===== src/rtl/mc_controller.sv =====
// Multi-cycle MIPS control FSM driving PC/IR/ALU/memory/register-file controls.
// Optional performance counters are enabled by defining MC_PERF_CNT_EN.
module mc_controller #(
  parameter int CNT_W = 32
) (
  input  logic             clk,
  input  logic             reset_n,
  input  logic [5:0]       op,
  input  logic [5:0]       fn,
  input  logic             zero,
  input  logic             memReady,
  output logic             pcWrite,
  output logic [1:0]       pcSrc,
  output logic             irWrite,
  output logic             aluSrcA,
  output logic [1:0]       aluSrcB,
  output logic [2:0]       aluOp,
  output logic             extOp,
  output logic             memRead,
  output logic             memWrite,
  output logic             regWrite,
  output logic [1:0]       regDst,
  output logic [1:0]       memToR,
  output logic             illegal,
  output logic [2:0]       state,
  output logic [CNT_W-1:0] retired,
  output logic [CNT_W-1:0] cycles
);

  typedef enum logic [2:0] {
    IDLE   = 3'd0,
    FETCH  = 3'd1,
    DECODE = 3'd2,
    EXEC   = 3'd3,
    MEM    = 3'd4,
    WB     = 3'd5
  } state_t;

  localparam logic [5:0] OP_RTYPE = 6'b000000;
  localparam logic [5:0] OP_LW    = 6'b100011;
  localparam logic [5:0] OP_SW    = 6'b101011;
  localparam logic [5:0] OP_BEQ   = 6'b000100;
  localparam logic [5:0] OP_ORI   = 6'b001101;
  localparam logic [5:0] OP_LUI   = 6'b001111;
  localparam logic [5:0] OP_JAL   = 6'b000011;
  localparam logic [5:0] FN_ADD   = 6'b100000;
  localparam logic [5:0] FN_SUB   = 6'b100010;
  localparam logic [5:0] FN_JR    = 6'b001000;

  state_t curState, nxtState;

  logic isAdd, isSub, isJr, isLw, isSw, isBeq, isOri, isLui, isJal, isLegal;

  assign isAdd   = (op == OP_RTYPE) && (fn == FN_ADD);
  assign isSub   = (op == OP_RTYPE) && (fn == FN_SUB);
  assign isJr    = (op == OP_RTYPE) && (fn == FN_JR);
  assign isLw    = (op == OP_LW);
  assign isSw    = (op == OP_SW);
  assign isBeq   = (op == OP_BEQ);
  assign isOri   = (op == OP_ORI);
  assign isLui   = (op == OP_LUI);
  assign isJal   = (op == OP_JAL);
  assign isLegal = isAdd | isSub | isJr | isLw | isSw | isBeq | isOri | isLui | isJal;

  always_ff @(posedge clk or negedge reset_n) begin
    if (!reset_n) curState <= IDLE;
    else          curState <= nxtState;
  end

  // memReady is a completion strobe: an access in FETCH or MEM finishes in the
  // cycle memReady=1; while it is 0 the strobes stay asserted and the state holds.
  always_comb begin
    nxtState = curState;
    pcWrite  = 1'b0;
    pcSrc    = 2'd0;
    irWrite  = 1'b0;
    aluSrcA  = 1'b0;
    aluSrcB  = 2'd0;
    aluOp    = 3'b000;
    extOp    = 1'b0;
    memRead  = 1'b0;
    memWrite = 1'b0;
    regWrite = 1'b0;
    regDst   = 2'd0;
    memToR   = 2'd0;
    illegal  = 1'b0;
    case (curState)
      IDLE: nxtState = FETCH;
      FETCH: begin
        memRead = 1'b1;
        aluSrcB = 2'd1;
        if (memReady) begin
          irWrite  = 1'b1;
          pcWrite  = 1'b1;
          nxtState = DECODE;
        end
      end
      DECODE: begin
        aluSrcB = 2'd3;
        extOp   = 1'b1;
        if (!isLegal) begin
          illegal  = 1'b1;
          nxtState = FETCH;
        end else if (isLui || isJal) begin
          nxtState = WB;
        end else begin
          nxtState = EXEC;
        end
      end
      EXEC: begin
        nxtState = FETCH;
        if (isAdd || isSub) begin
          aluSrcA  = 1'b1;
          aluOp    = isSub ? 3'b001 : 3'b000;
          nxtState = WB;
        end else if (isLw || isSw) begin
          aluSrcA  = 1'b1;
          aluSrcB  = 2'd2;
          extOp    = 1'b1;
          nxtState = MEM;
        end else if (isOri) begin
          aluSrcA  = 1'b1;
          aluSrcB  = 2'd2;
          aluOp    = 3'b011;
          nxtState = WB;
        end else if (isBeq) begin
          aluSrcA = 1'b1;
          aluOp   = 3'b100;
          pcWrite = zero;
          pcSrc   = 2'd1;
        end else if (isJr) begin
          pcWrite = 1'b1;
          pcSrc   = 2'd2;
        end
      end
      MEM: begin
        if (isLw) begin
          memRead = 1'b1;
          if (memReady) nxtState = WB;
        end else begin
          memWrite = 1'b1;
          if (memReady) nxtState = FETCH;
        end
      end
      WB: begin
        regWrite = 1'b1;
        nxtState = FETCH;
        if (isAdd || isSub) begin
          regDst = 2'b01;
        end else if (isLw) begin
          memToR = 2'b01;
        end else if (isLui) begin
          memToR = 2'b10;
        end else if (isJal) begin
          // $31 takes the PC that FETCH already advanced by 4.
          regDst  = 2'b10;
          memToR  = 2'b11;
          pcWrite = 1'b1;
          pcSrc   = 2'd3;
        end
      end
      default: nxtState = IDLE;
    endcase
  end

  assign state = curState;

`ifdef MC_PERF_CNT_EN
  logic [CNT_W-1:0] retiredQ, cyclesQ;
  logic retire;

  assign retire = (nxtState == FETCH) &&
                  ((curState == EXEC) || (curState == MEM) || (curState == WB) ||
                   ((curState == DECODE) && !illegal));

  always_ff @(posedge clk or negedge reset_n) begin
    if (!reset_n) begin
      retiredQ <= '0;
      cyclesQ  <= '0;
    end else begin
      if (curState != IDLE) cyclesQ <= cyclesQ + CNT_W'(1);
      if (retire)           retiredQ <= retiredQ + CNT_W'(1);
    end
  end

  assign retired = retiredQ;
  assign cycles  = cyclesQ;
`else
  assign retired = '0;
  assign cycles  = '0;
`endif

endmodule


===== config.mk =====
export PLATFORM = sky130hd
export DESIGN_NAME = mc_controller
export DESIGN_NICKNAME = d
export VERILOG_FILES = /design/src/rtl/mc_controller.sv
export SDC_FILE = /design/constraint.sdc
export NUM_CORES = 1
export LEC_CHECK = 0
export CORE_AREA = 8 8 68 70
export DETAILED_ROUTE_END_ITERATION = 16
export DIE_AREA = 0 0 76 78
export PLACE_DENSITY = 0.82
export SLEW_MARGIN = 20
export SYNTH_ARGS = -nofsm -noshare
export SYNTH_HDL_FRONTEND = slang
export SYNTH_SLANG_ARGS = --single-unit

===== constraint.sdc =====
create_clock -name clk -period 3.2 [get_ports clk]
set_input_delay 0.96 -clock clk [delete_from_list [all_inputs] [get_ports clk]]
set_output_delay 0.96 -clock clk [all_outputs]
set_load 0.02 [all_outputs]

; ---- Yosys cells after proc, flatten, opt, wreduce, memory -nomap -nowiden
; Cells that the tools add are included.
[totals]
ff_bits = 3
input_bits = 16
out_inout_bits = 86
elab_cells = 101
[op_classes]
n_eq_ne = 16
muxes = 66
bitwise = 8
n_reduce_logical = 10
[op_table]
columns = operator, n
row1 = two-way mux 2 bit, 21
row2 = two-way mux 3 bit, 14
row3 = two-way mux 1 bit, 25
row4 = equality test 6 bit (second input constant), 4
row5 = equality test 6 x 4 -> 1 bit (second input constant), 3
row6 = one-hot mux 3 bit (5 select lines), 1
row7 = bitwise OR 1 bit, 8
row8 = equality test 3 x 2 -> 1 bit (second input constant), 2
row9 = equality test 3 bit (second input constant), 2
row10 = equality test 6 x 2 -> 1 bit (second input constant), 1
row11 = equality test 6 x 3 -> 1 bit (second input constant), 1
row12 = zero test 6 bit, 1
row13 = one-hot mux 2 bit (3 select lines), 1
row14 = != test 2 bit (second input constant), 2
row15 = one-hot mux 1 bit (2 select lines), 2
row16 = one-hot mux 2 bit (2 select lines), 1
row17 = equality test 3 x 1 -> 1 bit (second input constant), 1
row18 = logical AND 1 bit, 3
row19 = zero test 3 bit, 1
row20 = logical OR 1 bit, 3
row21 = one-hot mux 1 bit (3 select lines), 1
row22 = AND reduction 2 bit, 1
row23 = OR reduction 2 bit, 1

; ---- Longest topological paths before layout
; Gate-level depths: netlist (run 1).
[depth]
word_depth = 12
mapped_depth = 5
depth_no_buf = 4

; ---- Least setup slack after synthesis (run 1)
; OpenSTA, ideal clock, no wires.
[synth_path]
path_type = input to output
from = input port op[0]
to = output port pcSrc[1]
arrival_ns = 2.306
required_ns = 2.240
slack_ns = -0.066
path_stages = 3
n_path_buf = 0
cell_sequence = or4_4 or2_1 o31ai_1
[synth_between]
elab_chain_cells = 8
word_cells_on_any_way = 22
classes_between = 6 x eq/ne / 10 x mux / 6 x reduce/logical
[synth_rtl]
columns = item, line
row1 = "start, declared", 8  ; input logic [5:0] op,
row2 = zero test 6 bit, "54, 55, 56"
row3 = logical AND 1 bit, 56  ; assign isJr = (op == OP_RTYPE) && (fn == FN_JR);
row4 = two-way mux 2 bit, 131  ; end else if (isJr) begin
row5 = two-way mux 2 bit, 126  ; end else if (isBeq) begin
row6 = two-way mux 2 bit, 121  ; end else if (isOri) begin
row7 = two-way mux 2 bit, 116  ; end else if (isLw || isSw) begin
row8 = two-way mux 2 bit, 112  ; if (isAdd || isSub) begin
row9 = one-hot mux 2 bit (2 select lines) *, 87  ; case (curState)
row10 = "end, declared", 13  ; output logic [1:0] pcSrc,
; Every way passes the cells marked *; elsewhere a longest branch is shown, timed or not.

; ---- Worst setup path in the final report (run 1)
[layout_path]
from = input port op[5]
to = output port pcWrite
[layout_between]
elab_chain_cells = 8
word_cells_on_any_way = 22
classes_between = 6 x eq/ne / 10 x mux / 6 x reduce/logical
[layout_rtl]
columns = item, line
row1 = zero test 6 bit, "54, 55, 56"
row2 = logical AND 1 bit, 56
row3 = two-way mux 1 bit, 131
row4 = two-way mux 1 bit, 126
row5 = two-way mux 1 bit, 121
row6 = two-way mux 1 bit, 116
row7 = two-way mux 1 bit, 112
row8 = one-hot mux 1 bit (3 select lines) *, 87
row9 = "end, declared", 12  ; output logic pcWrite,
; Marked as above.

==> results of run 1 <==
==> layout by cell type, fill, tap and decap left out, drive strengths merged, types with 2 or more instances in the layout <==
cell type	Yosys	final
buf	64	47
o21bai	2	2
nand2b	3	3
nor2	8	8
o31ai	2	2
nor2b	2	2
dlygate4sd2	0	6
clkdlybuf4s50	0	8
nor3b	2	2
nand3b	4	4
inv	5	5
a21oi	6	6
nor3	5	5
clkbuf	4	8
conb	1	64
clkdlybuf4s15	0	2
nand3	2	2
dfrtp	3	3
nand2	9	9
or2	2	2
o311ai	2	2
nand4bb	2	2
a21o	2	2
==> cell type report <==
class	instances	area share
timing repair buffer	67	0.352
multi-input combinational	132	0.526
tap	48	0.0406
clock buffer	4	0.0178
inverter	5	0.0127
sequential	3	0.0507
==> metal layers <==
metal,wire (um),vias to the layer above,track usage,part of all wire
li1,-,490,-,-
met1,1140,467,0.0945,0.35
met2,1700,61,0.190,0.53
met3,308,6,0.0380,0.095
met4,74,0,0.0451,0.023
met5,0,-,0,0
==> what timing repair did <==
item	in CTS	in global routing
pin swaps	11	7
setup buffers	2	1
hold endpoints to repair	0	0
setup endpoints to repair	17	9
gates resized for setup	112	14
==> synthesized netlist by cell type, types with 2 or more instances <==
library cell | count | area, um^2
a21o_1 | 2 | 15.0
inv_1 | 4 | 15.0
o21bai_1 | 2 | 15.0
buf_4 | 64 | 480
nand2b_1 | 3 | 18.8
nor2b_1 | 2 | 12.5
nand3_1 | 2 | 10.0
nand2_1 | 9 | 33.8
a21oi_1 | 6 | 30.0
dfrtp_1 | 3 | 75.1
nor2_1 | 8 | 30.0
or2_1 | 2 | 12.5
o31ai_1 | 2 | 15.0
clkbuf_1 | 4 | 15.0
nand4bb_1 | 2 | 22.5
nor3b_1 | 2 | 15.0
nor3_1 | 5 | 25.0
nand3b_1 | 4 | 30.0
==> kinds of logic after synthesis <==
| kind of cell | after synthesis | synth area share |
|---|---|---|
| AOI/OAI and AO/OA | 19 | 0.149 |
| xor gates and xnor gates | 1 | 0.00844 |
| buffers and inverters | 73 | 0.495 |
| DFF | 3 | 0.0723 |
| other | 1 | 0.00361 |
| and+or+nand+nor | 48 | 0.271 |
==> power groups by stage <==
stage	Sequential [W]	Clock (W)	Combinational, W
after floorplan	0.0000479	0	0.000181
after global placement	0.0000432	0	0.000205
after detailed placement	0.0000435	0	0.000208
after CTS	0.0000430	0.0000702	0.000208
after global routing	0.0000435	0.0000727	0.000233
final	0.0000430	0.0000677	0.000215
==> stage by stage <==
step / hold slack [ns] / total power, W / setup TNS [ns] / setup WS, ns / cell area [um^2]
after global placement: 0.612 / 0.000248 / -10.60 / -0.874 / 1420
after CTS: 0.628 / 0.000321 / -0.0383 / -0.0211 / 1460
after floorplan: 0.664 / 0.000229 / 0 / 0.0303 / 1280
final: 0.642 / 0.000326 / -0.0103 / -0.0103 / 1480
after global routing: 0.683 / 0.000349 / -0.0970 / -0.0536 / 1480
after detailed placement: 0.622 / 0.000251 / -10.93 / -0.880 / 1420
==> critical path, stage by stage <==
cell and delay (ns):
buf_6 0.09, or4_4 0.56, or2_4 0.26, o311ai_2 0.20, buf_4 0.18
==> worst paths after layout <==
path,slack (ns),end,depth (start not counted),startpoint
worst max-delay path,-0.01,pcWrite,5,op[5]
worst min-delay path,0.64,state[0],2,state[2]
max in group asynchronous,2.14,state[0],1,reset_n
worst min register to register,0.64,state[0],2,state[2]
worst max register to register,1.91,state[2],5,state[2]
min in group asynchronous,0.91,state[2],1,reset_n
==> impl_metrics.yaml, run 1 <==
clock_tree:
  path_clk_slew_ns: 0.04
  htreeDepth: 1
  clkSinkCount: 3
  clock_path_buffers: 2
  clkLatencyLatePin_ns: 0.24
  ctsHoldBuffers: 0
  cts_tree: "yes"
  cts_buffers: 3
  root_buffer: "clkbuf_4"
drt:
  wirelength_mm: 3.23
  wl_per_cell_um: 12.5
  vias: 1024
  drtAntennaViolNets: 0
  vias_per_cell: 3.95
  firstDrtPassIters: 4
  first_iter_violations: 39
  drc: 0
critical_path:
  cp-start-kind: "input port"
  cp_max_fo: 3
  arrival_ns: 2.25
  end_kind: "primary output"
  crit_type: "in2out"
  cp.required_ns: 2.24
final_layout:
  seqCellArea_um2: 75.1
  nNetsFinal: 228
  fill_cells: 368
  drive_above_1_share: 0.370
  multi_input_area_um2: 778
  area_growth_pct: 42.5
  num_antenna_cells: 0
  instances_no_fill: 259
  post-route-util: 0.417
  largest_reg_flops: 3
pwr:
  p_switching_w: 0.000163
  pwr-share-clk: 0.208
  vdd_drop_max_mv: 0.0634
  p_per_area_nw_per_um2: 220
  p_sw_frac: 0.501
  p_int_w: 0.000163
  combPwrFrac: 0.660
  seq_power_share: 0.132
  power_leakage_nw: 0.786
sta:
  finalMaxSlewViolations: 0
  setup_ws_ns: -0.0103
  finalHoldViolCount: 0
  finalClockSkew_ns: 0.00703
  setup_violations: 1
  max_freq_mhz: 311
  rsz0062_at_grt: "true"
  min_period_ns: 3.21
  fin_crit_sh: 1.00
floorplan:
  fp.dieW_um: 76
  dieHeight_um: 78
  initial_utilization: 0.292
  ioPinCount: 102
  core-area_um2: 3550
  dieArea_um2: 5930
  num_rows: 22
placement:
  dp_cells: 252
  portBuffers: 37
  dp_hpwl_mm: 2.75
  gp_congestion: 0.831
status:
  violations: "setup timing"
  outcome: "complete, but fails checks"
run:
  cap_violations: 0
grt:
  antenna_found_initial: 0
  grt_util_all_layers: 0.101
  grt_pass1_wl_mm: 5.13
  overflow: 0
  grt_max_degree: 15
  grt_pass1_vias: 1115
synth:
  synth_area_um2: 1040
  ys_types: 37
  synth.ff_latch_count: 3
  synthCells: 145
  syn_avg_cell_area_um2: 7.16
  yosys_warnings: 0
  synth_edf_count: 0
  seq_area_frac_synth: 0.0723
  synthArstFlopShare: 1.00
  synthFlopType: "dfrtp_1"
worst_hold_path:
  holdCritPathClass: "reg2reg"
Note: power is estimated with default switching activity, not from simulation.
==> run 2: changes to the inputs <==
ABC_CLOCK_PERIOD_IN_PS = 3200   (was unset)
==> results of run 2 <==
Final layout, timing and power as in run 1 (identical DEF).
